<file path="config.mk">
export PLATFORM = sky130hd
export DESIGN_NAME = frame_ram_arbiter
export DESIGN_NICKNAME = d
export VERILOG_FILES = /design/src/rtl/frame_ram_arbiter.sv
export SDC_FILE = /design/constraint.sdc
export NUM_CORES = 1
export LEC_CHECK = 0
export ABC_CLOCK_PERIOD_IN_PS = 9400
export CELL_PAD_IN_SITES_DETAIL_PLACEMENT = 0
export CELL_PAD_IN_SITES_GLOBAL_PLACEMENT = 2
export CORE_UTILIZATION = 35
export DETAILED_ROUTE_END_ITERATION = 7
export GPL_TIMING_DRIVEN = 0
export PLACE_DENSITY = 0.95
export SYNTH_ARGS = -nofsm -noshare
export SYNTH_HDL_FRONTEND = slang
export SYNTH_SLANG_ARGS = --single-unit
</file>
<file path="constraint.sdc">
create_clock -name CLOCK_50 -period 9.4 [get_ports CLOCK_50]
set_clock_uncertainty 0.15 [all_clocks]
set_input_delay 1.88 -clock CLOCK_50 [delete_from_list [all_inputs] [get_ports CLOCK_50]]
set_output_delay 1.88 -clock CLOCK_50 [all_outputs]
set_load 0.005 [all_outputs]
</file>
<file path="src/rtl/frame_ram_arbiter.sv">
// Shares the previous-frame RAM among three users: a capture read-before-write with
// old/new compare, a frame-clear engine, and a scan reader with a req/grant handshake.
module frame_ram_arbiter #(
  parameter int X_W          = 9,
  parameter int Y_W          = 8,
  parameter int DATA_W       = 3,
  parameter int ADDR_W       = 17,
  parameter int LINE_STRIDE  = 320,
  parameter int FRAME_PIXELS = 76800,
  parameter int READ_LAT     = 1
) (
  input  logic              CLOCK_50,
  input  logic              resetn,
  input  logic              cap_valid,
  input  logic [X_W-1:0]    cap_x,
  input  logic [Y_W-1:0]    cap_y,
  input  logic [DATA_W-1:0] cap_data,
  output logic              cap_oob,
  output logic              cmp_valid,
  output logic [X_W-1:0]    cmp_x,
  output logic [Y_W-1:0]    cmp_y,
  output logic [DATA_W-1:0] cmp_old,
  output logic [DATA_W-1:0] cmp_new,
  input  logic              clr_start,
  output logic              clr_busy,
  output logic              clr_done,
  input  logic              rd_req,
  input  logic [ADDR_W-1:0] rd_addr,
  output logic              rd_grant,
  output logic              rd_valid,
  output logic [DATA_W-1:0] rd_data,
  output logic [ADDR_W-1:0] ram_rdaddress,
  output logic [ADDR_W-1:0] ram_wraddress,
  output logic              ram_wren,
  output logic [DATA_W-1:0] ram_data,
  input  logic [DATA_W-1:0] ram_q
);

  typedef enum logic [1:0] {TAG_NONE = 2'd0, TAG_CAP = 2'd1, TAG_SCAN = 2'd2} tag_kind_e;
  typedef enum logic [1:0] {CLR_IDLE = 2'd0, CLR_CLEAR = 2'd1, CLR_DONE = 2'd2} clr_state_e;

  typedef struct packed {
    tag_kind_e         kind;
    logic [ADDR_W-1:0] addr;
    logic [X_W-1:0]    x;
    logic [Y_W-1:0]    y;
    logic [DATA_W-1:0] data;
  } tag_t;

  logic              c1_valid_q, c1_valid_d;
  logic [ADDR_W-1:0] c1_addr_q, c1_addr_d;
  logic [X_W-1:0]    c1_x_q, c1_x_d;
  logic [Y_W-1:0]    c1_y_q, c1_y_d;
  logic [DATA_W-1:0] c1_data_q, c1_data_d;
  logic              cap_oob_q, cap_oob_d;
  logic [ADDR_W-1:0] rdaddr_q, rdaddr_d;
  tag_t              tag_q [READ_LAT];
  tag_t              tag_d [READ_LAT];
  logic              cmp_valid_q, cmp_valid_d;
  logic [X_W-1:0]    cmp_x_q, cmp_x_d;
  logic [Y_W-1:0]    cmp_y_q, cmp_y_d;
  logic [DATA_W-1:0] cmp_old_q, cmp_old_d;
  logic [DATA_W-1:0] cmp_new_q, cmp_new_d;
  logic              rd_valid_q, rd_valid_d;
  logic [DATA_W-1:0] rd_data_q, rd_data_d;
  clr_state_e        state_q, state_d;
  logic [ADDR_W-1:0] clr_cnt_q, clr_cnt_d;
  logic [ADDR_W-1:0] wraddr_q, wraddr_d;
  logic [DATA_W-1:0] wrdata_q, wrdata_d;

  logic [31:0] cap_addr_full;
  logic        cap_in_range;
  tag_t        issue_tag;
  tag_t        done_tag;
  logic        cap_wr;
  logic        clr_wr;

  always_comb begin
    c1_valid_d  = 1'b0;
    c1_addr_d   = c1_addr_q;
    c1_x_d      = c1_x_q;
    c1_y_d      = c1_y_q;
    c1_data_d   = c1_data_q;
    cmp_valid_d = 1'b0;
    cmp_x_d     = cmp_x_q;
    cmp_y_d     = cmp_y_q;
    cmp_old_d   = cmp_old_q;
    cmp_new_d   = cmp_new_q;
    rd_valid_d  = 1'b0;
    rd_data_d   = rd_data_q;
    state_d     = state_q;
    clr_cnt_d   = clr_cnt_q;
    issue_tag   = '0;
    tag_d       = tag_q;

    // Range check on the full-width product so a wrapped address can never alias in range.
    cap_addr_full = 32'(cap_y) * 32'(LINE_STRIDE) + 32'(cap_x);
    cap_in_range  = (32'(cap_x) < 32'(LINE_STRIDE)) && (cap_addr_full < 32'(FRAME_PIXELS));
    cap_oob_d     = cap_oob_q | (cap_valid & ~cap_in_range);
    if (cap_valid && cap_in_range) begin
      c1_valid_d = 1'b1;
      c1_addr_d  = cap_addr_full[ADDR_W-1:0];
      c1_x_d     = cap_x;
      c1_y_d     = cap_y;
      c1_data_d  = cap_data;
    end

    rd_grant = resetn & rd_req & ~c1_valid_q;
    if (c1_valid_q) begin
      ram_rdaddress  = c1_addr_q;
      issue_tag      = '{kind: TAG_CAP, addr: c1_addr_q, x: c1_x_q, y: c1_y_q, data: c1_data_q};
    end else if (rd_grant) begin
      ram_rdaddress  = rd_addr;
      issue_tag.kind = TAG_SCAN;
    end else begin
      ram_rdaddress  = rdaddr_q;
    end
    rdaddr_d = ram_rdaddress;

    tag_d[0] = issue_tag;
    for (int i = 1; i < READ_LAT; i++) tag_d[i] = tag_q[i-1];
    done_tag = tag_q[READ_LAT-1];

    cap_wr = (done_tag.kind == TAG_CAP);
    if (cap_wr) begin
      cmp_valid_d = 1'b1;
      cmp_x_d     = done_tag.x;
      cmp_y_d     = done_tag.y;
      cmp_old_d   = ram_q;
      cmp_new_d   = done_tag.data;
    end
    if (done_tag.kind == TAG_SCAN) begin
      rd_valid_d = 1'b1;
      rd_data_d  = ram_q;
    end

    // The clear only advances on cycles the capture leaves the write port free.
    clr_wr = (state_q == CLR_CLEAR) && !cap_wr;
    case (state_q)
      CLR_IDLE: begin
        if (clr_start) begin
          state_d   = CLR_CLEAR;
          clr_cnt_d = '0;
        end
      end
      CLR_CLEAR: begin
        if (clr_wr) begin
          clr_cnt_d = clr_cnt_q + ADDR_W'(1);
          if (clr_cnt_q == ADDR_W'(FRAME_PIXELS - 1)) state_d = CLR_DONE;
        end
      end
      CLR_DONE: state_d = CLR_IDLE;
      default:  state_d = CLR_IDLE;
    endcase
    clr_busy = (state_q == CLR_CLEAR);
    clr_done = (state_q == CLR_DONE);

    ram_wren = cap_wr | clr_wr;
    if (cap_wr) begin
      ram_wraddress = done_tag.addr;
      ram_data      = done_tag.data;
    end else if (clr_wr) begin
      ram_wraddress = clr_cnt_q;
      ram_data      = '0;
    end else begin
      ram_wraddress = wraddr_q;
      ram_data      = wrdata_q;
    end
    wraddr_d = ram_wraddress;
    wrdata_d = ram_data;
  end

  always_ff @(posedge CLOCK_50) begin
    if (!resetn) begin
      c1_valid_q  <= 1'b0;
      c1_addr_q   <= '0;
      c1_x_q      <= '0;
      c1_y_q      <= '0;
      c1_data_q   <= '0;
      cap_oob_q   <= 1'b0;
      rdaddr_q    <= '0;
      for (int i = 0; i < READ_LAT; i++) tag_q[i] <= '0;
      cmp_valid_q <= 1'b0;
      cmp_x_q     <= '0;
      cmp_y_q     <= '0;
      cmp_old_q   <= '0;
      cmp_new_q   <= '0;
      rd_valid_q  <= 1'b0;
      rd_data_q   <= '0;
      state_q     <= CLR_IDLE;
      clr_cnt_q   <= '0;
      wraddr_q    <= '0;
      wrdata_q    <= '0;
    end else begin
      c1_valid_q  <= c1_valid_d;
      c1_addr_q   <= c1_addr_d;
      c1_x_q      <= c1_x_d;
      c1_y_q      <= c1_y_d;
      c1_data_q   <= c1_data_d;
      cap_oob_q   <= cap_oob_d;
      rdaddr_q    <= rdaddr_d;
      for (int i = 0; i < READ_LAT; i++) tag_q[i] <= tag_d[i];
      cmp_valid_q <= cmp_valid_d;
      cmp_x_q     <= cmp_x_d;
      cmp_y_q     <= cmp_y_d;
      cmp_old_q   <= cmp_old_d;
      cmp_new_q   <= cmp_new_d;
      rd_valid_q  <= rd_valid_d;
      rd_data_q   <= rd_data_d;
      state_q     <= state_d;
      clr_cnt_q   <= clr_cnt_d;
      wraddr_q    <= wraddr_d;
      wrdata_q    <= wrdata_d;
    end
  end

  assign cap_oob   = cap_oob_q;
  assign cmp_valid = cmp_valid_q;
  assign cmp_x     = cmp_x_q;
  assign cmp_y     = cmp_y_q;
  assign cmp_old   = cmp_old_q;
  assign cmp_new   = cmp_new_q;
  assign rd_valid  = rd_valid_q;
  assign rd_data   = rd_data_q;

endmodule

</file>
==> impl_metrics.tcl, run 1 <==
set metrics [dict create \
    synth_compound_area_share_pct 20.1 \
    gp_congestion 0.834 \
    syn_nets 854 \
    design.core.area_um2 19500 \
    cts_buffers 17 \
    diodes 0 \
    synth_xor_xnor_area_share_pct 2.76 \
    worst_setup_path_start_kind "input pin" \
    crit_arrival_ps 4630 \
    ys_warn_count 0 \
    async_flop_share_pct 0 \
    setup_tns_ps 0 \
    layout-drive-gt1-share_pct 6.40 \
    powerDensity_nw_per_um2 186 \
    place_ws_ps 2750 \
    drtAntennaViolNets 0 \
    min_path_cells 2 \
    grt_pass1_wl_mm 31.1 \
    synth_edf_count 0 \
    min_from "done_tag[7]" \
    fin_crit_sh_pct 70.8 \
    slew_viol_final 0 \
    crit_type "input pin to output pin" \
    total_power_mw 1.68 \
    drtPass1Iterations 4 \
    critPathMaxFanout 10 \
    grt_pass1_vias 5818 \
    relSlewSlack_pct 41.2 \
    final_nets 987 \
    ff2ff_path_depth 7 \
    syn_avg_cell_area_um2 8.76 \
    clkLatencyLatePin_ps 430 \
    pwr-share-clk_pct 43.2 \
    final_area_um2 9030 \
    final-hold-violation-count 0 \
    track_usage_pct 19.8 \
    drc 0 \
    r2r_start "state_q[1]" \
    port_buffers 114 \
    grt_max_degree 17 \
    clock_path_buffers 2 \
    timing.hold.ws_ps 286 \
    cap_violations 0 \
    syn_inst 791 \
    crit_top_cell "clkdlybuf4s50_1" \
    rr_endpoint "wrdata_q[1]" \
    p_switching_mw 0.443 \
    mostFrequentLayoutCell "dfxtp_1" \
    post_cts_resize_count 0 \
    cts.htree.levels 4 \
    most-common-layout-cells "dfxtp_1, nand2_1, clkdlybuf4s50_1" \
    post-cts-setup-buffers 0 \
    min_period_ps 6660 \
    cp_slowest_cell "clkbuf_1" \
    ir_worst_vdd_uv 126 \
    worst_slack_ps 2740 \
    synthToLayoutAreaGrowth_pct 30.4 \
    cp-end-kind "output pin" \
    die_w_um 143 \
    pwr-share-seq_pct 40.4 \
    clkTransAtPathRegs_ps 60 \
    cp-startpoint "resetn" \
    required_ps 7370 \
    cpPeakStageDelay_ps 620 \
    synth_top_family_by_area "simple AND/OR/NAND/NOR gates" \
    hpwl_mm 14.8 \
    tightest_slew_ps 874 \
    synth_area_um2 6930 \
    combPwrFrac_pct 16.4 \
    dpl_cell_area_um2 8400 \
    reg2reg_slack_ps 7000 \
    ys.flop_type "dfxtp_1" \
    path_cells "clkdlybuf4s50_1 > nand2_1 > clkbuf_1 > mux2i_1 > o21ai_0 > clkdlybuf4s50_1" \
    antenna_found_initial 0 \
    numClockSinks 150 \
    vias 6148 \
    fmax_ghz 0.150 \
    root_buffer "clkbuf_16" \
    routed_wl_mm 19.5 \
    first_iter_violations 460 \
    ys_seq_elements 150 \
    start_util_pct 35.6 \
    dieArea_um2 20400 \
    rsz0062_at_grt "no" \
    yosysSeqAreaShare_pct 43.3 \
    cts_hold_buf 0 \
    synth_mux_area_share_pct 3.76 \
    globalRoute.totalOverflow 0 \
    setup_viol 0 \
    row_count 51 \
    wl_per_cell_um 16.3 \
    cts_tree "yes" \
    hold_end "cmp_y[4]" \
    p_leak_nw 3.56 \
    io_pins 115 \
    synthDistinctLibCells 70 \
    viasPerCell 5.11 \
    hold_path.class "flip-flop to flip-flop" \
    switching_share_pct 26.4 \
    synthSimpleGateAreaFrac_pct 22.7 \
    synth_adder_area_share_pct 3.47 \
    intPower_mw 1.24 \
    status "finished clean" \
    dieHeight_um 143 \
]
## stage by stage
stage | utilization (%) | cells
3_5_place_dp | 43.2 | 1170
5_1_grt | 46.4 | 1202
3_3_place_gp | 43.2 | 1170
2_1_floorplan | - | 791
4_1_cts | 46.4 | 1202
6_report | 46.4 | 1202
## final cells by class
class / count / area, µm²
fill: 1899 / 10400
multi-input combinational: 572 / 3650
sequential: 150 / 3000
timing repair buffer: 114 / 1140
clock buffer: 20 / 457
tap: 265 / 332
buffer: 56 / 223
clock inverter: 12 / 176
inverter: 13 / 48.8
## how the worst max path moves through the flow
| stage | to | slack [ps] | cells after the start |
|---|---|---|---|
| final | ram_rdaddress[15] | 2740 | 6 |
| after global routing | ram_rdaddress[15] | 2620 | 6 |
| after CTS | ram_rdaddress[14] | 2750 | 6 |
| after detailed placement | ram_rdaddress[14] | 2750 | 6 |
| after global placement | ram_rdaddress[14] | 2740 | 6 |
| after floorplan | ram_rdaddress[10] | 4370 | 4 |
## sequential cells by signal, indices dropped and copies added, names as in the netlist, 2 cells and up
register	flops
cmp_x	9
c1_addr_q	17
c1_data_q	3
cmp_y	8
cmp_new	3
wraddr_q	17
cmp_old	3
rdaddr_q	17
wrdata_q	3
state_q	2
clr_cnt_q	17
c1_y_q	8
done_tag	33
rd_data	3
c1_x_q	3
## metal layers
metal	vias to the layer above	global-route usage, %	routed length, µm
met1	2908	26.9	9480
met2	139	31.2	8900
met5	-	0	0
met4	0	6.56	297
li1	3077	-	-
met3	24	3.82	866
## logic make-up after synthesis
family,after synthesis
AO/OA/AOI/OAI,188
XOR/XNOR,21
adder cells (fa/ha/maj),18
buffers and inverters,69
flip-flops,150
multiplexers,26
AND/OR/NAND/NOR,319
## Yosys cell counts (all sizes together) (2+ instances only)
library cell / count / area, µm²
o21ba: 2 / 20.0
nor2: 46 / 173
clkbuf: 44 / 165
o21bai: 3 / 22.5
a21oi: 31 / 155
inv: 13 / 48.8
a21boi: 2 / 26.3
a2bb2oi: 23 / 201
nor3b: 2 / 15.0
o32ai: 2 / 36.3
a311oi: 3 / 26.3
o31ai: 3 / 27.5
nor3: 8 / 50.1
o21ai: 53 / 265
xnor2: 11 / 96.3
dfxtp: 150 / 3000
or3: 4 / 25.0
or2: 3 / 18.8
a31oi: 13 / 81.3
nor4: 2 / 12.5
fa: 2 / 40.0
o2111ai: 2 / 23.8
nand2: 126 / 475
ha: 16 / 200
o21a: 2 / 15.0
o311ai: 26 / 235
buf: 12 / 57.6
and3: 54 / 338
a21o: 2 / 15.0
mux2i: 26 / 260
nand4: 4 / 25.0
nand3: 11 / 55.1
nor2b: 7 / 43.8
a211oi: 8 / 70.1
and2: 40 / 250
xor2: 10 / 95.1
nand2b: 6 / 37.5
## power by group through the flow
stage / logic (mW) / clock network [mW] / registers, mW
2_1_floorplan: 0.175 / 0 / 0.686
3_3_place_gp: 0.273 / 0 / 0.693
3_5_place_dp: 0.274 / 0 / 0.693
4_1_cts: 0.276 / 0.735 / 0.679
5_1_grt: 0.301 / 0.761 / 0.682
6_report: 0.275 / 0.726 / 0.679
## critical path, delay by kind of cell
family / cells / cell delay, ps
mux: 1 / 150
compound gates: 1 / 290
simple gates: 1 / 610
buf+inv: 3 / 1680
No activity file was read; power rests on OpenSTA's default activity.
==> inputs of run 2 (changes only) <==
Settings changed: ABC_CLOCK_PERIOD_IN_PS 9400 to 6000, CORE_UTILIZATION 35 to 29, PLACE_DENSITY 0.95 to 0.85.
Clock period 9.4 ns to 6 ns, I/O delays scaled along.
==> run 2 against run 1 <==
  * Flip-flop and latch count did not move
  * Register-to-register slack worse by 3400 ps
  * Worst setup slack lost 2000 ps
  * Non-clock buffer count did not move
  * Via count is 1.5% lower
  * Clock power up 57%
  * Total power increased by 57%
  * First-iteration DRC count is 37% lower
  * Largest cell class unchanged
==> impl_metrics.tcl, run 2 (synthesized netlist as in run 1, its figures left out) <==
set metrics [dict create \
    mostFrequentLayoutCell "dfxtp_1" \
    drtPass1Iterations 4 \
    cp_slowest_cell "clkbuf_1" \
    relSlewSlack_pct 48.6 \
    gp_congestion 0.803 \
    start_util_pct 29.5 \
    tightest_slew_ps 765 \
    hpwl_mm 15.5 \
    maxUsedRoutingLayer "met4" \
    timing.hold.ws_ps 284 \
    first_iter_violations 289 \
    fmax_ghz 0.191 \
    cp-end-kind "output pin" \
    cap_violations 0 \
    wl_met2_mm 9.15 \
    fill_cells 2418 \
    numClockSinks 150 \
    final_area_um2 9090 \
    cts_hold_buf 0 \
    track_usage_pct 17.1 \
    drc 0 \
    hold_path.class "flip-flop to flip-flop" \
    multiInputGateArea_um2 3650 \
    setup_viol 0 \
    final-hold-violation-count 0 \
    cpPeakStageDelay_ps 590 \
    io_pins 115 \
    critPathMaxFanout 10 \
    grt_pass1_wl_mm 31.9 \
    most-common-layout-cells "dfxtp_1, nand2_1, clkdlybuf4s50_1" \
    dieHeight_um 157 \
    vias 6054 \
    total_power_mw 2.63 \
    design.core.area_um2 23500 \
    setup_tns_ps 0 \
    ir_worst_vdd_uv 205 \
    routed_wl_mm 20.1 \
    largest_reg_flops 33 \
    rsz0062_at_grt "no" \
    required_ps 4650 \
    post-cts-setup-buffers 0 \
    slew_viol_final 0 \
    clkTransAtPathRegs_ps 70 \
    fin_crit_sh_pct 87.3 \
    row_count 56 \
    cts_buffers 17 \
    grt_max_degree 17 \
    port_buffers 114 \
    antenna_found_initial 1 \
    clkLatencyLatePin_ps 430 \
    die_w_um 157 \
    cts.htree.levels 4 \
    grt_pass1_vias 5872 \
    viasPerCell 4.82 \
    crit_arrival_ps 3890 \
    drtAntennaViolNets 0 \
    cts_tree "yes" \
    dpl_cell_area_um2 8470 \
    powerDensity_nw_per_um2 289 \
    crit_top_cell "clkdlybuf4s50_1" \
    fin_util_pct 38.7 \
    final_nets 987 \
    post_cts_resize_count 0 \
    wl_per_cell_um 16.0 \
    clock_path_buffers 2 \
    worst_setup_path_start_kind "input pin" \
    status "finished clean" \
    globalRoute.totalOverflow 0 \
    min_period_ps 5240 \
    synthToLayoutAreaGrowth_pct 31.3 \
    path_cells "clkdlybuf4s50_1 > nand2_1 > clkbuf_1 > mux2i_1 > o21ai_0 > clkdlybuf4s50_1" \
    crit_type "input pin to output pin" \
    root_buffer "clkbuf_16" \
    dieArea_um2 24500 \
    p_leak_nw 3.57 \
    layout-drive-gt1-share_pct 6.51 \
    met1Wirelength_mm 9.83 \
    met3_length_um 807 \
    seq_area_um2 3000 \
]
==> run 2: worst max-delay path, delay by kind of cell <==
| kind | cells | cell delay (ps) |
|---|---|---|
| buf+inv | 3 | 1650 |
| compound gates | 1 | 300 |
| mux | 1 | 160 |
| simple gates | 1 | 570 |
==> run 2: through the flow <==
stage / instances / worst slack, ps
after floorplan: 791 / 1770
after global placement: 1224 / 756
after detailed placement: 1224 / 781
after CTS: 1256 / 765
after global routing: 1257 / 591
final: 1257 / 761
==> run 2: power by group <==
group	total, mW	switching, mW	internal [mW]
Sequential	1.06	0.0263	1.04
Combinational	0.430	0.247	0.183
Clock	1.14	0.439	0.698
Total	2.63	0.712	1.92
==> run 2: path summary, 6_finish.rpt <==
| path | from | end | slack [ps] | cells past startpoint |
|---|---|---|---|---|
| max | resetn | ram_rdaddress[14] | 760 | 6 |
| min | done_tag[5] | cmp_y[2] | 280 | 2 |
| max reg2reg | state_q[1] | wrdata_q[1] | 3620 | 7 |
| min reg2reg | done_tag[5] | cmp_y[2] | 280 | 2 |
==> run 2: layer usage <==
| metal | track usage (%) | vias up |
|---|---|---|
| met5 | 0 | - |
| met4 | 5.79 | 0 |
| met1 | 23.3 | 2834 |
| met2 | 27.0 | 116 |
| li1 | - | 3083 |
| met3 | 3.10 | 21 |
==> run 2: layout make-up <==
class / count / share of cell area [%]
clock inverter: 15 / 2.19
inverter: 13 / 0.537
timing repair buffer: 114 / 12.5
antenna: 1 / 0.0275
sequential: 150 / 33.0
tap: 319 / 4.39
buffer: 56 / 2.45
clock buffer: 17 / 4.68
multi-input combinational: 572 / 40.2
==> inputs of run 3 (changes only) <==
Settings changed: SLEW_MARGIN from default to 30.
==> results of run 3 <==
The final DEF is identical to that of run 2; final timing and power are the same.
